## config.mk

```make
export PLATFORM = sky130hd
export DESIGN_NAME = pbit_tm_sweep_engine
export DESIGN_NICKNAME = d
export VERILOG_FILES = /design/src/rtl/pbit_pkg.sv /design/src/rtl/pbit_xorshift32.sv /design/src/rtl/pbit_tm_sweep_engine.sv
export SDC_FILE = /design/constraint.sdc
export NUM_CORES = 1
export LEC_CHECK = 0
export BUFFER_PORTS_ARGS = -buffer_cell sky130_fd_sc_hd__buf_2
export CELL_PAD_IN_SITES_DETAIL_PLACEMENT = 0
export CELL_PAD_IN_SITES_GLOBAL_PLACEMENT = 2
export CORE_MARGIN = 10
export CORE_UTILIZATION = 39
export DETAILED_ROUTE_END_ITERATION = 10
export PLACE_DENSITY = 0.87
export SYNTH_ARGS = -nofsm -noshare
export SYNTH_HDL_FRONTEND = slang
export SYNTH_SLANG_ARGS = --single-unit
```

## constraint.sdc

```tcl
create_clock -name clk -period 13.8 [get_ports clk]
set_clock_uncertainty 0.2 [all_clocks]
set_input_delay 2.76 -clock clk [delete_from_list [all_inputs] [get_ports clk]]
set_output_delay 2.76 -clock clk [all_outputs]
set_load 0.005 [all_outputs]
```

## src/rtl/pbit_pkg.sv

```systemverilog
// Shared types and helpers for the time-multiplexed p-bit sweep engine.
package pbit_pkg;

  localparam int unsigned BETA_FRAC_DEF = 3;
  localparam logic [7:0]  BETA_ONE      = 8'(1 << BETA_FRAC_DEF);

  typedef enum logic [2:0] {
    S_IDLE,
    S_LOAD_REQ,
    S_ACCUM,
    S_COMPUTE,
    S_UPDATE
  } state_t;

  // Clamp a signed value into the n-bit two's complement range.
  function automatic logic signed [31:0] sat(input logic signed [31:0] x,
                                             input int unsigned        n);
    logic signed [31:0] hi;
    logic signed [31:0] lo;
    hi = (32'sd1 <<< (n - 1)) - 32'sd1;
    lo = -hi - 32'sd1;
    if (x > hi) return hi;
    if (x < lo) return lo;
    return x;
  endfunction

endpackage

```

## src/rtl/pbit_xorshift32.sv

```systemverilog
// xorshift32 generator; advances one step per enabled cycle, exposes the low OUT_W bits.
module pbit_xorshift32 #(
  parameter logic [31:0] SEED  = 32'hACE1_2468,
  parameter int unsigned OUT_W = 8
) (
  input  logic             clk,
  input  logic             reset_n,
  input  logic             en,
  output logic [OUT_W-1:0] rnd
);

  logic [31:0] r_state;
  logic [31:0] w_s1;
  logic [31:0] w_s2;
  logic [31:0] w_s3;

  always_comb begin
    w_s1 = r_state ^ (r_state << 13);
    w_s2 = w_s1 ^ (w_s1 >> 17);
    w_s3 = w_s2 ^ (w_s2 << 5);
  end

  always_ff @(posedge clk or negedge reset_n) begin
    if (!reset_n)  r_state <= SEED;
    else if (en)   r_state <= w_s3;
  end

  assign rnd = r_state[OUT_W-1:0];

endmodule

```

## src/rtl/pbit_tm_sweep_engine.sv

```systemverilog
// Time-multiplexed p-bit sweep engine: Gibbs-order row updates from a streamed
// sparse weight/bias row, with beta scaling, clamping and bounded/continuous runs.
module pbit_tm_sweep_engine
  import pbit_pkg::*;
#(
  parameter int unsigned NUM_PBITS = 16,
  parameter int unsigned W_W       = 8,
  parameter int unsigned H_W       = 9,
  parameter int unsigned ACC_W     = 14,
  parameter int unsigned I_W       = 8,
  parameter int unsigned BETA_W    = 8,
  parameter int unsigned BETA_FRAC = 3,
  parameter int unsigned SWEEP_W   = 16,
  parameter int unsigned BIPOLAR   = 0,
  parameter logic [31:0] SEED      = 32'hACE1_2468,
  localparam int unsigned ROW_W    = $clog2(NUM_PBITS)
) (
  input  logic                 clk,
  input  logic                 reset_n,
  input  logic                 start,
  input  logic                 stop,
  input  logic [SWEEP_W-1:0]   num_sweeps,
  input  logic [BETA_W-1:0]    beta,
  input  logic [NUM_PBITS-1:0] clamp_en,
  input  logic [NUM_PBITS-1:0] clamp_val,
  output logic                 ld_start,
  output logic [ROW_W-1:0]     ld_row,
  input  logic                 ld_valid,
  input  logic [W_W-1:0]       ld_weight,
  input  logic [ROW_W-1:0]     ld_index,
  input  logic [H_W-1:0]       ld_h,
  input  logic                 ld_done,
  output logic                 ld_ack,
  output logic                 busy,
  output logic                 done,
  output logic                 sample_valid,
  output logic [NUM_PBITS-1:0] sample,
  output logic [SWEEP_W-1:0]   sweep_count,
  output logic [I_W-1:0]       dbg_I
);

  state_t                    r_state, w_state_nxt;
  logic [ROW_W-1:0]          r_row, w_row_nxt;
  logic signed [ACC_W-1:0]   r_acc, w_acc_nxt;
  logic signed [H_W-1:0]     r_h, w_h_nxt;
  logic [NUM_PBITS-1:0]      r_m, w_m_nxt;
  logic [NUM_PBITS-1:0]      r_sample, w_sample_nxt;
  logic [SWEEP_W-1:0]        r_nsweeps, w_nsweeps_nxt;
  logic [SWEEP_W-1:0]        r_sweep_cnt, w_sweep_cnt_nxt;
  logic signed [I_W-1:0]     r_dbg_i, w_dbg_i_nxt;
  logic                      r_stop_pend, w_stop_pend_nxt;
  logic                      r_ld_start, w_ld_start_nxt;
  logic                      r_ld_ack, w_ld_ack_nxt;
  logic                      r_busy, w_busy_nxt;
  logic                      r_done, w_done_nxt;
  logic                      r_sval, w_sval_nxt;

  logic                      w_rng_en;
  logic [I_W-1:0]            w_rnd;
  logic signed [31:0]        w_j, w_term, w_acc_sat;
  logic signed [31:0]        w_s1, w_s2, w_beta, w_p, w_i, w_r;
  logic                      w_m_new, w_bit, w_stop;
  logic [SWEEP_W-1:0]        w_cnt_inc;

  pbit_xorshift32 #(
    .SEED  (SEED),
    .OUT_W (I_W)
  ) u_rng (
    .clk     (clk),
    .reset_n (reset_n),
    .en      (w_rng_en),
    .rnd     (w_rnd)
  );

  // Datapath: accumulate term, bias/beta scaling, stochastic compare.
  always_comb begin
    w_j       = 32'(signed'(ld_weight));
    w_term    = r_m[ld_index] ? w_j : ((BIPOLAR != 0) ? -w_j : 32'sd0);
    w_acc_sat = sat(32'(r_acc) + w_term, ACC_W);
    w_s1      = sat(32'(r_acc), H_W + 1);
    w_s2      = sat(w_s1 + 32'(r_h), I_W);
    w_beta    = 32'(signed'({1'b0, beta}));
    w_p       = (w_s2 * w_beta) >>> BETA_FRAC;
    w_i       = sat(w_p, I_W);
    w_r       = 32'(signed'(w_rnd));
    w_m_new   = (32'(r_dbg_i) >= w_r);
    w_bit     = clamp_en[r_row] ? clamp_val[r_row] : w_m_new;
    w_cnt_inc = SWEEP_W'(r_sweep_cnt + 1'b1);
    w_stop    = r_stop_pend | stop;
  end

  // Next-state and registered-output logic.
  always_comb begin
    w_state_nxt     = r_state;
    w_row_nxt       = r_row;
    w_acc_nxt       = r_acc;
    w_h_nxt         = r_h;
    w_m_nxt         = r_m;
    w_sample_nxt    = r_sample;
    w_nsweeps_nxt   = r_nsweeps;
    w_sweep_cnt_nxt = r_sweep_cnt;
    w_dbg_i_nxt     = r_dbg_i;
    w_stop_pend_nxt = r_stop_pend | (stop & r_busy);
    w_busy_nxt      = r_busy;
    w_ld_ack_nxt    = 1'b0;
    w_done_nxt      = 1'b0;
    w_sval_nxt      = 1'b0;
    w_rng_en        = 1'b0;

    case (r_state)
      S_IDLE: begin
        if (start) begin
          w_nsweeps_nxt   = num_sweeps;
          w_sweep_cnt_nxt = '0;
          w_row_nxt       = '0;
          w_busy_nxt      = 1'b1;
          w_state_nxt     = S_LOAD_REQ;
        end
      end
      S_LOAD_REQ: begin
        w_acc_nxt   = '0;
        w_state_nxt = S_ACCUM;
      end
      S_ACCUM: begin
        if (ld_valid) w_acc_nxt = ACC_W'(w_acc_sat);
        if (ld_done) begin
          w_h_nxt      = ld_h;
          w_ld_ack_nxt = 1'b1;
          w_state_nxt  = S_COMPUTE;
        end
      end
      S_COMPUTE: begin
        w_dbg_i_nxt = I_W'(w_i);
        w_state_nxt = S_UPDATE;
      end
      S_UPDATE: begin
        w_rng_en       = 1'b1;
        w_m_nxt[r_row] = w_bit;
        if (r_row != ROW_W'(NUM_PBITS - 1)) begin
          w_row_nxt   = ROW_W'(r_row + 1'b1);
          w_state_nxt = S_LOAD_REQ;
        end else begin
          w_sample_nxt    = w_m_nxt;
          w_sval_nxt      = 1'b1;
          w_sweep_cnt_nxt = (&r_sweep_cnt) ? r_sweep_cnt : w_cnt_inc;
          w_row_nxt       = '0;
          w_stop_pend_nxt = 1'b0;
          if (((r_nsweeps != '0) && (w_cnt_inc == r_nsweeps)) || w_stop) begin
            w_done_nxt  = 1'b1;
            w_busy_nxt  = 1'b0;
            w_state_nxt = S_IDLE;
          end else begin
            w_state_nxt = S_LOAD_REQ;
          end
        end
      end
      default: w_state_nxt = S_IDLE;
    endcase

    w_ld_start_nxt = (w_state_nxt == S_LOAD_REQ);
  end

  always_ff @(posedge clk or negedge reset_n) begin
    if (!reset_n) begin
      r_state     <= S_IDLE;
      r_row       <= '0;
      r_acc       <= '0;
      r_h         <= '0;
      r_m         <= '0;
      r_sample    <= '0;
      r_nsweeps   <= '0;
      r_sweep_cnt <= '0;
      r_dbg_i     <= '0;
      r_stop_pend <= 1'b0;
      r_ld_start  <= 1'b0;
      r_ld_ack    <= 1'b0;
      r_busy      <= 1'b0;
      r_done      <= 1'b0;
      r_sval      <= 1'b0;
    end else begin
      r_state     <= w_state_nxt;
      r_row       <= w_row_nxt;
      r_acc       <= w_acc_nxt;
      r_h         <= w_h_nxt;
      r_m         <= w_m_nxt;
      r_sample    <= w_sample_nxt;
      r_nsweeps   <= w_nsweeps_nxt;
      r_sweep_cnt <= w_sweep_cnt_nxt;
      r_dbg_i     <= w_dbg_i_nxt;
      r_stop_pend <= w_stop_pend_nxt;
      r_ld_start  <= w_ld_start_nxt;
      r_ld_ack    <= w_ld_ack_nxt;
      r_busy      <= w_busy_nxt;
      r_done      <= w_done_nxt;
      r_sval      <= w_sval_nxt;
    end
  end

  assign ld_start     = r_ld_start;
  assign ld_row       = r_row;
  assign ld_ack       = r_ld_ack;
  assign busy         = r_busy;
  assign done         = r_done;
  assign sample_valid = r_sval;
  assign sample       = r_sample;
  assign sweep_count  = r_sweep_cnt;
  assign dbg_I        = r_dbg_i;

endmodule

```

==> flow_summary.yaml <==
grt:
  grt_overflow: 0
  grt_pass1_vias: 13580
  met2_usage: 0.2871
  grtUsageTotal: 0.1722
  grt.met3_usage: 0.02698
  antenna_found_initial: 1
  grt_first_pass_wirelength_um: 71590
  busiest_layer: "met2"
  grt_max_degree: 88
  met1_usage: 0.2344
logic_synthesis:
  synthMuxAreaShare: 0.05261
  synth_top_family_by_area: "adder cells"
  synthSimpleGateAreaFrac: 0.1843
  yosys.area_share.adder: 0.2774
  synth-xor-area-share: 0.08319
  syn_inst: 1877
  synth_top_area_cell: "fa_1"
  synth_cell_types: 71
  synthArstFlopShare: 1.000
  synth_compound_gate_area_share: 0.1140
  synth-seq-cells: 140
  ys_top_cells_by_count: "inv_1 (254), nand2_1 (234), fa_1 (164), nor2_1 (130), dfrtp_1 (127)"
  yosysSeqAreaShare: 0.2129
  yosysWarnings: 0
  yosys.cell_count.top_type: "inv_1"
  synthTopCellsByArea: "fa_1 (20%), dfrtp_1 (19%), ha_1 (7.9%), inv_1 (5.8%), xnor2_1 (5.4%)"
  synth.top_cell.area_share: 0.1986
  synth.avg_cell_area_um2: 8.806
  synthFlopType: "dfrtp_1"
  synth_enable_flop_cells: 0
  synth_nets: 2228
  syn_area_um2: 16530
setup_path:
  start_kind: "flop"
  path_max_fanout: 30
  crit_path_top_delay_cell: "ha_1"
  crit_path_frequent_cell: "fa_1"
  worstPathRequired_ps: 13930
  crit_family: "adder cells"
  worstPathArrival_ps: 12180
  max_stage_delay_ps: 670
  critPathCaptureType: "flop"
  path_class: "reg -> reg"
  crit_buf_inv: 5
placement:
  dpl-instance-area_um2: 17660
  place_congestion: 0.8612
  pre_cts_slack_ps: 1823
  port_buffers: 131
  place_hpwl_um: 33620
layout:
  drive_gt1_frac: 0.1312
  fin_nets: 2312
  post-route-cell-area_um2: 18220
  area_delta_synth_final_pct: 10.26
sta:
  hold_viol_final: 0
  timing.fmax_mhz: 83.01
  setup_slack_ps: 1754
  grt_setup_unrepaired: "no"
  setup_viol: 0
  setup-tns-final_ps: 0
  final.period_utilization: 0.8729
  slew_headroom: 0.2192
  finalMaxSlewViolations: 0
  tightestPinTransition_ps: 1171
  min_period_ps: 12050
clock_network:
  root_buffer: "clkbuf_16"
  cts_max_path_buffers: 2
  ctsResizeCount: 0
  clk_pin_slew_worst_paths_ps: 60
  post_cts_buffers: 0
  clk_latency_ps: 440
  cts_sinks: 140
  cts_made_buffers: 17
  htreeDepth: 4
  cts_tree: "built"
  cts_hold_buffers: 0
die:
  start_util: 0.3940
  die_x_um: 225.9
  rows: 75
  pin_count: 132
  die_y_um: 225.9
  die_area_um2: 51020
  coreArea_um2: 41950
route:
  drt_iter0_markers: 718
  vias: 12920
  routedWlPerCell_um: 16.97
  drc: 0
  ant_nets: 0
  drt-pass1-iter-count: 5
  routed_wl_um: 42670
  via_per_inst: 5.137
worst_hold_path:
  hold_path.class: "reg -> reg"
run_status:
  status: "finished clean"
run:
  cap_violations: 0
[per-layer routing]
metal,part of all wire,wire length (µm)
met1,0.47,19970
met3,0.032,1377
met5,0,0
met4,0.0073,312
met2,0.49,21010
[layout make-up]
cell class,instances,area [µm²]
clock inverters,12,113.9
multi-input cells,1406,11770
inverters,255,957.2
flip-flops and latches,140,3520
clock buffers,20,446.7
diodes,1,2.502
fillers,4139,23720
well taps,539,674.4
repair buffers,141,737.0
[final timing paths]
check	start	end	slack [ps]	cells past startpoint
worst min-delay path	sample[11]	sample[11]	280	2
worst max register to register	r_acc[10]	dbg_I[0]	1750	41
worst max-delay path	r_acc[10]	dbg_I[0]	1750	41
worst min register to register	sample[11]	sample[11]	280	2
min in group asynchronous	reset_n	r_h[3]	2180	1
max in group asynchronous	reset_n	u_rng.r_state[2]	9940	2
[cell families after synthesis]
kind of cell / Yosys count
AO/OA/AOI/OAI: 282
XOR/XNOR: 157
adder cells (fa/ha/maj): 268
buffers and inverters: 331
flip-flops: 140
multiplexers: 63
AND/OR/NAND/NOR: 636
[tightest hold or removal path, cell delays in order (launching register included)]
cell and delay [ps]:
dfrtp_1 340, nand2_1 50, nand2_1 50
[flip-flops by register name (all words and copies together), names as in the netlist, 3 cells and up]
name and count:
dbg_I 8, ld_row 4, r_acc 14, r_h 9
r_m 16, r_nsweeps 16, r_state 3, sample 16
sweep_count 16, u_rng.r_state 32
[placed cells by master, fill, tap and decap left out, drive strengths merged, types with 9 or more instances in the layout]
cell | netlist | final
dfstp | 13 | 13
xor2 | 55 | 55
clkbuf | 71 | 20
mux4 | 15 | 15
xnor2 | 102 | 102
o31ai | 9 | 9
a21o | 24 | 24
dfrtp | 127 | 127
a211o | 20 | 20
o21ai | 76 | 76
nor4 | 12 | 12
nand2 | 234 | 234
a211oi | 13 | 13
nor3 | 24 | 24
mux2 | 41 | 41
nor2 | 130 | 130
fa | 164 | 164
a31oi | 9 | 9
a21oi | 58 | 58
and2 | 86 | 86
inv | 255 | 258
ha | 104 | 104
o21a | 13 | 13
nand3 | 33 | 33
and3 | 21 | 21
nor2b | 35 | 35
buf | 5 | 141
nand2b | 21 | 21
[metrics by stage]
stage               utilization  instances  hold slack (ps)
global route             0.4345       2514            293.8
floorplan                     -       1877            249.8
detailed placement       0.4210       2481            263.3
CTS                      0.4344       2513            279.2
global placement         0.4210       2481            258.2
finish                   0.4345       2514            277.3
Power is left out: the tool's default activity adds up to more than one toggle a clock period on the data nets, which glitch-free logic cannot reach.
